**config.mk**
```make
export PLATFORM = sky130hd
export DESIGN_NAME = pc_fetch_ctrl
export DESIGN_NICKNAME = d
export VERILOG_FILES = /design/src/rtl/pc_fetch_ctrl.sv
export SDC_FILE = /design/constraint.sdc
export NUM_CORES = 1
export LEC_CHECK = 0
export ABC_AREA = 1
export CAP_MARGIN = 25
export CORE_MARGIN = 5
export CORE_UTILIZATION = 35
export DETAILED_ROUTE_END_ITERATION = 12
export SETUP_SLACK_MARGIN = 0.02
export SYNTH_ARGS = -nofsm -noshare
export SYNTH_HDL_FRONTEND = slang
export SYNTH_SLANG_ARGS = --single-unit
export TNS_END_PERCENT = 50
```
**constraint.sdc**
```tcl
create_clock -name clk -period 1.7 [get_ports clk]
set_input_delay 0.255 -clock clk [delete_from_list [all_inputs] [get_ports clk]]
set_output_delay 0.255 -clock clk [all_outputs]
set_load 0.01 [all_outputs]
```
**src/rtl/pc_fetch_ctrl.sv**
```systemverilog
// Fetch-stage sequencer: owns the PC, drives the instruction-memory req/ack
// handshake and hands {pc, npc, instr} to decode, flushing wrong-path fetches.
module pc_fetch_ctrl #(
  parameter int unsigned ADDR_W   = 32,
  parameter int unsigned INSTR_W  = 32,
  parameter logic [ADDR_W-1:0] RESET_PC = '0
) (
  input  logic               clk,
  input  logic               rst_n,
  input  logic               run,
  input  logic               branch_taken,
  input  logic [ADDR_W-1:0]  branch_target,
  input  logic               jump,
  input  logic [ADDR_W-1:0]  jump_target,
  output logic               imem_req,
  output logic [ADDR_W-1:0]  imem_addr,
  input  logic               imem_ack,
  input  logic [INSTR_W-1:0] imem_rdata,
  output logic               if_valid,
  input  logic               if_ready,
  output logic [ADDR_W-1:0]  if_pc,
  output logic [ADDR_W-1:0]  if_npc,
  output logic [INSTR_W-1:0] if_instr
);

  typedef enum logic [1:0] {IDLE, REQ, VALID} state_t;

  localparam logic [ADDR_W-1:0] PC_STEP = ADDR_W'(4);

  state_t             state_q, state_d;
  logic [ADDR_W-1:0]  pc_q, pc_d;
  logic               kill_q, kill_d;
  logic               req_q, req_d;
  logic [ADDR_W-1:0]  addr_q, addr_d;
  logic               ifv_q, ifv_d;
  logic [ADDR_W-1:0]  if_pc_q, if_pc_d;
  logic [ADDR_W-1:0]  if_npc_q, if_npc_d;
  logic [INSTR_W-1:0] if_instr_q, if_instr_d;

  logic              redirect;
  logic [ADDR_W-1:0] target;
  logic [ADDR_W-1:0] pc_inc;

  assign redirect = jump | branch_taken;
  assign target   = jump ? jump_target : branch_target;
  assign pc_inc   = pc_q + PC_STEP;

  always_comb begin
    state_d    = state_q;
    pc_d       = pc_q;
    kill_d     = kill_q;
    req_d      = req_q;
    addr_d     = addr_q;
    ifv_d      = ifv_q;
    if_pc_d    = if_pc_q;
    if_npc_d   = if_npc_q;
    if_instr_d = if_instr_q;
    case (state_q)
      IDLE: begin
        if (redirect) pc_d = target;
        if (run) begin
          state_d = REQ;
          req_d   = 1'b1;
          addr_d  = redirect ? target : pc_q;
        end
      end
      REQ: begin
        if (imem_ack) begin
          if (kill_q || redirect) begin
            // Wrong-path data: drop it and reissue at the newest PC without lowering req.
            kill_d = 1'b0;
            pc_d   = redirect ? target : pc_q;
            addr_d = redirect ? target : pc_q;
          end else begin
            if_instr_d = imem_rdata;
            if_pc_d    = pc_q;
            if_npc_d   = pc_inc;
            pc_d       = pc_inc;
            ifv_d      = 1'b1;
            req_d      = 1'b0;
            state_d    = VALID;
          end
        end else if (redirect) begin
          pc_d   = target;
          kill_d = 1'b1;
        end
      end
      VALID: begin
        if (redirect) begin
          ifv_d   = 1'b0;
          pc_d    = target;
          state_d = REQ;
          req_d   = 1'b1;
          addr_d  = target;
        end else if (if_ready) begin
          ifv_d = 1'b0;
          if (run) begin
            state_d = REQ;
            req_d   = 1'b1;
            addr_d  = pc_q;
          end else begin
            state_d = IDLE;
          end
        end
      end
      default: state_d = IDLE;
    endcase
  end

  always_ff @(posedge clk or negedge rst_n) begin
    if (!rst_n) begin
      state_q    <= IDLE;
      pc_q       <= RESET_PC;
      kill_q     <= 1'b0;
      req_q      <= 1'b0;
      addr_q     <= RESET_PC;
      ifv_q      <= 1'b0;
      if_pc_q    <= '0;
      if_npc_q   <= '0;
      if_instr_q <= '0;
    end else begin
      state_q    <= state_d;
      pc_q       <= pc_d;
      kill_q     <= kill_d;
      req_q      <= req_d;
      addr_q     <= addr_d;
      ifv_q      <= ifv_d;
      if_pc_q    <= if_pc_d;
      if_npc_q   <= if_npc_d;
      if_instr_q <= if_instr_d;
    end
  end

  assign imem_req  = req_q;
  assign imem_addr = addr_q;
  assign if_valid  = ifv_q;
  assign if_pc     = if_pc_q;
  assign if_npc    = if_npc_q;
  assign if_instr  = if_instr_q;

endmodule
```
==> results.md, run 1 <==
- Outcome: finished with violations
- Failing checks: setup timing
- Crit share post-route: 105%
- Worst Tran Pin Value: 0.611 ns
- Most frequent cells in the layout: nand2_1 (439), clkdlybuf4s50_1 (226), dfrtp_1 (160), nor2_1 (91), buf_4 (81)
- First-pass GRT wire length: 41600 um
- Setup violations, final: 32
- Mapped Area: 8080 um^2
- Slew headroom: 58.8%
- RSZ-0062 raised after global routing: true
- I/O pin count: 233
- Row count: 55
- Placer congestion estimate: 0.897
- Pwr Density: 1740 nW/um^2
- Crit start category: flop
- Vias in the first global route: 7585
- Fin nets: 1497
- Setup Skew: 0.0136 ns
- Hold Fails Final Rpt: 0
- Fmax: 559 MHz
- Antenna-violating nets left: 0
- WL/cell: 15.9 um
- Post-synth cell types: 30
- Max-cap viol count: 0
- Worst path required time: 1.98 ns
- CP Capture Type: flop
- Fillers: 2106
- Final WS setup: -0.0896 ns
- Crit-path max FO: 6
- CTS Buf Count: 17
- P_leak: 6.13 nW
- Clk Latency, worst-skew pair: 0.43 ns
- Final Non-Filler Cells: 1683
- Number of buffers and inverters on the critical path: 3
- Register area share after synthesis: 50.5%
- Largest net degree at the start of global routing: 48
- Die Y: 162 um
- Synthesized flop and latch total: 163
- CP Data Arrival Time: 2.07 ns
- DRC: 0
- DP Worst Slack: -0.162 ns
- Hold WC Path Type: in -> async
- Initial core utilization: 35.6%
- Hpwl dp: 20000 um
- CP Class: reg -> reg
- Max incr delay on CP: 0.44 ns
- Crit path max-delay cell type: dfrtp_2
- Core area: 22700 um^2
- Total number of vias: 7929
- Gr usage total: 19.9%
- Final wirelength: 26800 um
- GR Overflow Total: 0
- Max-slew violations: 0
- Die X: 162 um
- Tmin final: 1.79 ns
- CTS H-tree depth: 4
- Via-to-Cell Ratio: 4.71
- Crit-path leading delay family: flip-flops
- Commonest non-fill, non-tap cell in the layout: nand2_1
- Root Buffer: clkbuf_16
- Sink Count: 163
- Ant diodes: 0
- Placed cell count: 1637
- Syn_nets: 1187
- Initial DRC count: 424
- Antenna violations before repair: 0
- Worst vdd ir: 857 uV
- Clock tree buffer depth: 2
- Cell count after synthesis: 1078
- Syn avg cell area: 7.50 um^2
- Layout cells sized above 1: 17.3%
- Number of synthesis warnings: 0
- Crit path cell chain: ha_4 -> inv_4 -> buf_6 -> nor2_4 -> nand2_2 -> nand2_4 -> a21oi_4 -> nand2_4 -> buf_6 -> nand2_1 -> o21ai_1
- Area grow syn2layout: 55.6%
- Port buffer count: 232
- Reg clk slew, reported paths: 0.07 ns
- Die ar.: 26200 um^2
- CTS tree: built
- TritonRoute pass-1 iters: 5
[cells in the mapped netlist]
library cell	count	area (um^2)
inv_1	78	293
buf_6	6	67.6
nand2_2	2	12.5
o21ai_1	14	70.1
buf_4	2	15.0
dfrtp_1	163	4080
o211ai_1	23	173
a21boi_0	2	15.0
o21a_1	1	7.51
a21oi_1	28	140
a21oi_4	1	16.3
nand2_1	480	1800
xnor2_1	3	26.3
o21ai_2	11	96.3
nand3b_1	2	15.0
o21ai_0	52	260
xor2_1	11	96.3
and2_1	1	6.26
nor3_1	1	5.00
nor2_1	105	394
o21bai_1	1	7.51
ha_1	6	75.1
nand4_1	1	6.26
clkbuf_1	18	67.6
nor2_4	2	22.5
nand3_1	35	175
buf_1	8	30.0
inv_2	2	7.51
a22oi_1	2	15.0
buf_2	17	85.1
[final cells by class]
class                           count  area (um^2)  share of cell area [%]
Sequential cell                   163         4080                    32.5
Multi-Input combinational cell    785         3800                    30.2
Timing Repair Buffer              341         3460                    27.5
Clock buffer                       19          433                    3.44
Tap cell                          285          357                    2.84
Inverter                           80          305                    2.43
Clock inverter                     10          136                    1.08
[sequential cells by signal (all words and copies together), names as in the netlist]
signal     count
state_q        2
if_npc        30
if_valid       1
imem_req       1
pc_q          32
if_pc         32
imem_addr     32
kill_q         1
if_instr      32
[logic make-up after synthesis]
group / count (synthesis) / synth area share (%)
AO/OA/AOI/OAI: 135 / 9.91
flip-flops: 163 / 50.5
adder cells (fa/ha/maj): 6 / 0.929
AND/OR/NAND/NOR: 629 / 30.2
XOR/XNOR: 14 / 1.52
buffers and inverters: 131 / 7.00
[power by group]
| group | internal, mW | switching [mW] | total (mW) |
|---|---|---|---|
| Sequential | 5.73 | 1.41 | 7.14 |
| Clock | 2.28 | 1.56 | 3.84 |
| Combinational | 5.65 | 5.30 | 11.0 |
| Total | 13.7 | 8.27 | 21.9 |
[per-stage QoR]
stage	utilization [%]	power, mW	hold slack (ns)	area, um^2	TNS (ns)
after floorplan	-	11.2	-0.0406	8080	0
after global placement	49.8	16.5	0.241	11300	-21.07
after detailed placement	49.8	16.6	0.235	11300	-17.15
after CTS	53.0	20.9	0.340	12000	0
after global routing	55.4	23.4	0.358	12600	-4.23
final	55.4	21.9	0.331	12600	-1.75
[per-layer routing]
| layer | up-vias | part of all wire (%) | GRT usage [%] |
|---|---|---|---|
| met5 | - | 0 | 0 |
| met4 | 0 | 1.2 | 4.61 |
| met3 | 26 | 6.6 | 4.52 |
| met2 | 250 | 44 | 30.3 |
| met1 | 3673 | 48 | 29.1 |
| li1 | 3980 | - | - |
[path summary, 6_finish.rpt]
kind                                 from            to  slack [ns]  cells after the start
setup / recovery               state_q[1]  imem_addr[9]       -0.09                     11
hold / removal                      rst_n  imem_addr[2]        0.33                      2
setup reg to reg               state_q[1]  imem_addr[9]       -0.09                     11
hold reg to reg              if_instr[16]  if_instr[16]        0.47                      2
max in group asynchronous           rst_n      if_pc[9]        0.75                      3
min in group clk           imem_rdata[11]  if_instr[11]        0.36                      3
[worst reg2reg max path, delay by kind of cell, from the launching register on]
kind	cells	cell delay [ns]
DFF	1	0.44
buffers and inverters	3	0.32
AOI/OAI and AO/OA	2	0.32
adders and majority gates	1	0.18
and+or+nand+nor	5	0.39
[timing repair]
| action | 4_1_cts | 5_1_grt |
|---|---|---|
| endpoints found under the setup margin | 53 | 87 |
| hold buffers | 1 | 0 |
| pin swaps | 5 | 18 |
| cloned | 3 | 6 |
| gates resized for setup | 26 | 114 |
| setup buffers | 1 | 6 |
| hold endpoints to repair | 38 | 0 |
No activity file was read; power rests on OpenSTA's default activity.
==> run 2, diff against run 1 <==
ABC_CLOCK_PERIOD_IN_PS = 1700   (was unset)
==> results of run 2 <==
Same layout as run 1: the final DEF is identical, and so are final timing and power.
==> run 3, diff against run 2 <==
CTS_CLUSTER_SIZE = 25   (was unset)
SETUP_SLACK_MARGIN = 0.4   (was 0.02)
==> results.md, run 3 (synthesis gave the netlist of run 1 again) <==
- Crit path max-delay cell type: dfrtp_2
- Pwr Density: 1680 nW/um^2
- Largest net degree at the start of global routing: 52
- Most used cell along the critical path: nand2_4
- P_leak: 6.99 nW
- Worst path required time: 1.99 ns
- CTS Buf Count: 17
- Critical path startpoint: state_q[1]
- Die X: 162 um
- Final Non-Filler Cells: 1724
- Final wirelength: 30000 um
- Slew headroom: 63.1%
- Fmax: 582 MHz
- Hpwl dp: 19800 um
- I/O pin count: 233
- Reg2reg start: state_q[1]
- Row count: 55
- Crit share post-route: 101%
- Die ar.: 26200 um^2
- Hold_ws: 0.297 ns
- Gr usage total: 21.3%
- Initial core utilization: 35.6%
- Placer congestion estimate: 0.863
- Tmin final: 1.72 ns
- Worst vdd ir: 799 uV
- Clk Latency, worst-skew pair: 0.42 ns
- Finished Cell Area: 13700 um^2
- Initial DRC count: 458
- CP Class: reg -> reg
- Number of buffers and inverters on the critical path: 3
- CP Capture Type: flop
- Antenna-violating nets left: 0
- Core area: 22700 um^2
- WL/cell: 17.4 um
- Hold WC Path Type: in -> async
- Fillers: 2036
- RSZ-0062 raised after global routing: true
- Crit-path max FO: 9
- Ant diodes: 0
- Outcome: finished with violations
- Max incr delay on CP: 0.42 ns
- Setup Skew: 0.00946 ns
- Placed cell count: 1630
- Antenna violations before repair: 0
- Sink Count: 163
- Die Y: 162 um
- Clock tree buffer depth: 2
- Crit start category: flop
- TritonRoute pass-1 iters: 5
- Reg clk slew, reported paths: 0.07 ns
- CP Data Arrival Time: 2.01 ns
- Total number of vias: 8348
- Most frequent cells in the layout: nand2_1 (332), clkdlybuf4s50_1 (166), dfrtp_1 (150), nand2_2 (96), buf_4 (91)
- Max-cap viol count: 0
- Failing checks: setup timing
- Vias in the first global route: 8033
- Commonest non-fill, non-tap cell in the layout: nand2_1
- Fin nets: 1535
- CTS tree: built
- Crit path cell chain: inv_2 -> buf_6 -> ha_4 -> nand2_4 -> nand2_4 -> a21oi_4 -> nand2_8 -> clkbuf_16 -> nand2_2 -> o21ai_1
- Root Buffer: clkbuf_16
- Worst Tran Pin Value: 0.548 ns
- Port buffer count: 232
- Crit-path leading delay family: flip-flops
- CTS H-tree depth: 4
- Layout cells sized above 1: 32.9%
- Pwr Total: 23.1 mW
- Max-slew violations: 0
- Crit. path cell count: 10
- Area grow syn2layout: 70.0%
- GR Overflow Total: 0
- First-pass GRT wire length: 44500 um
- Via-to-Cell Ratio: 4.84
- DRC: 0
- Placed instance area: 11300 um^2
- Setup violations, final: 6
- R2R cell count: 10
- Hold Fails Final Rpt: 0
- Final WS setup: -0.0179 ns
[run 3: worst register-to-register path: stages (launching register included)]
cell	delay, ns
dfrtp_2	0.42
inv_2	0.07
buf_6	0.12
ha_4	0.17
nand2_4	0.08
nand2_4	0.06
a21oi_4	0.20
nand2_8	0.15
clkbuf_16	0.21
nand2_2	0.05
o21ai_1	0.06
[run 3: area by class of cell]
cell class                 instances  area, um^2  share of cell area, %
multi-input combinational        784        4430                   32.2
sequential                       163        4100                   29.8
timing repair buffer             380        3920                   28.6
clock buffer                      21         450                   3.28
tap                              285         357                   2.60
inverter                          80         330                   2.40
clock inverter                    11         154                   1.12
[run 3: worst paths after layout]
kind                       slack [ns]       endpoint
setup / recovery                -0.02  imem_addr[17]
hold reg to reg                  0.47   if_instr[23]
hold / removal                   0.30   imem_addr[4]
max in group asynchronous        0.77        pc_q[4]
setup reg to reg                -0.02  imem_addr[17]
min in group clk                 0.38    if_instr[0]
[run 3: timing repair]
item | in CTS | in global routing
endpoints found under the setup margin | 292 | 241
hold buffers | 1 | 0
buffers inserted | 26 | 12
pin swaps | 12 | 83
hold endpoints to repair | 30 | 0
cloned | 12 | 11
gates resized for setup | 313 | 256
[run 3: power breakdown]
part	internal (mW)	switching, mW	total (mW)
Combinational	5.88	6.02	11.9
Sequential	5.76	1.45	7.21
Clock	2.36	1.59	3.95
[run 3: through the flow]
stage	setup WS [ns]	util (%)	setup TNS [ns]
floorplan	0.0706	-	0
global placement	-0.179	49.9	-20.78
detailed placement	-0.236	49.9	-25.70
CTS	0.0348	55.4	0
global route	-0.0883	60.5	-1.90
finish	-0.0179	60.5	-0.0583
[run 3: per-layer routing]
| layer | GRT usage [%] | up-vias | wire, um |
|---|---|---|---|
| li1 | - | 4062 | - |
| met1 | 30.5 | 3919 | 13400 |
| met2 | 32.6 | 326 | 13600 |
| met3 | 4.90 | 41 | 2330 |
| met4 | 6.27 | 0 | 661 |
| met5 | 0 | - | 0 |
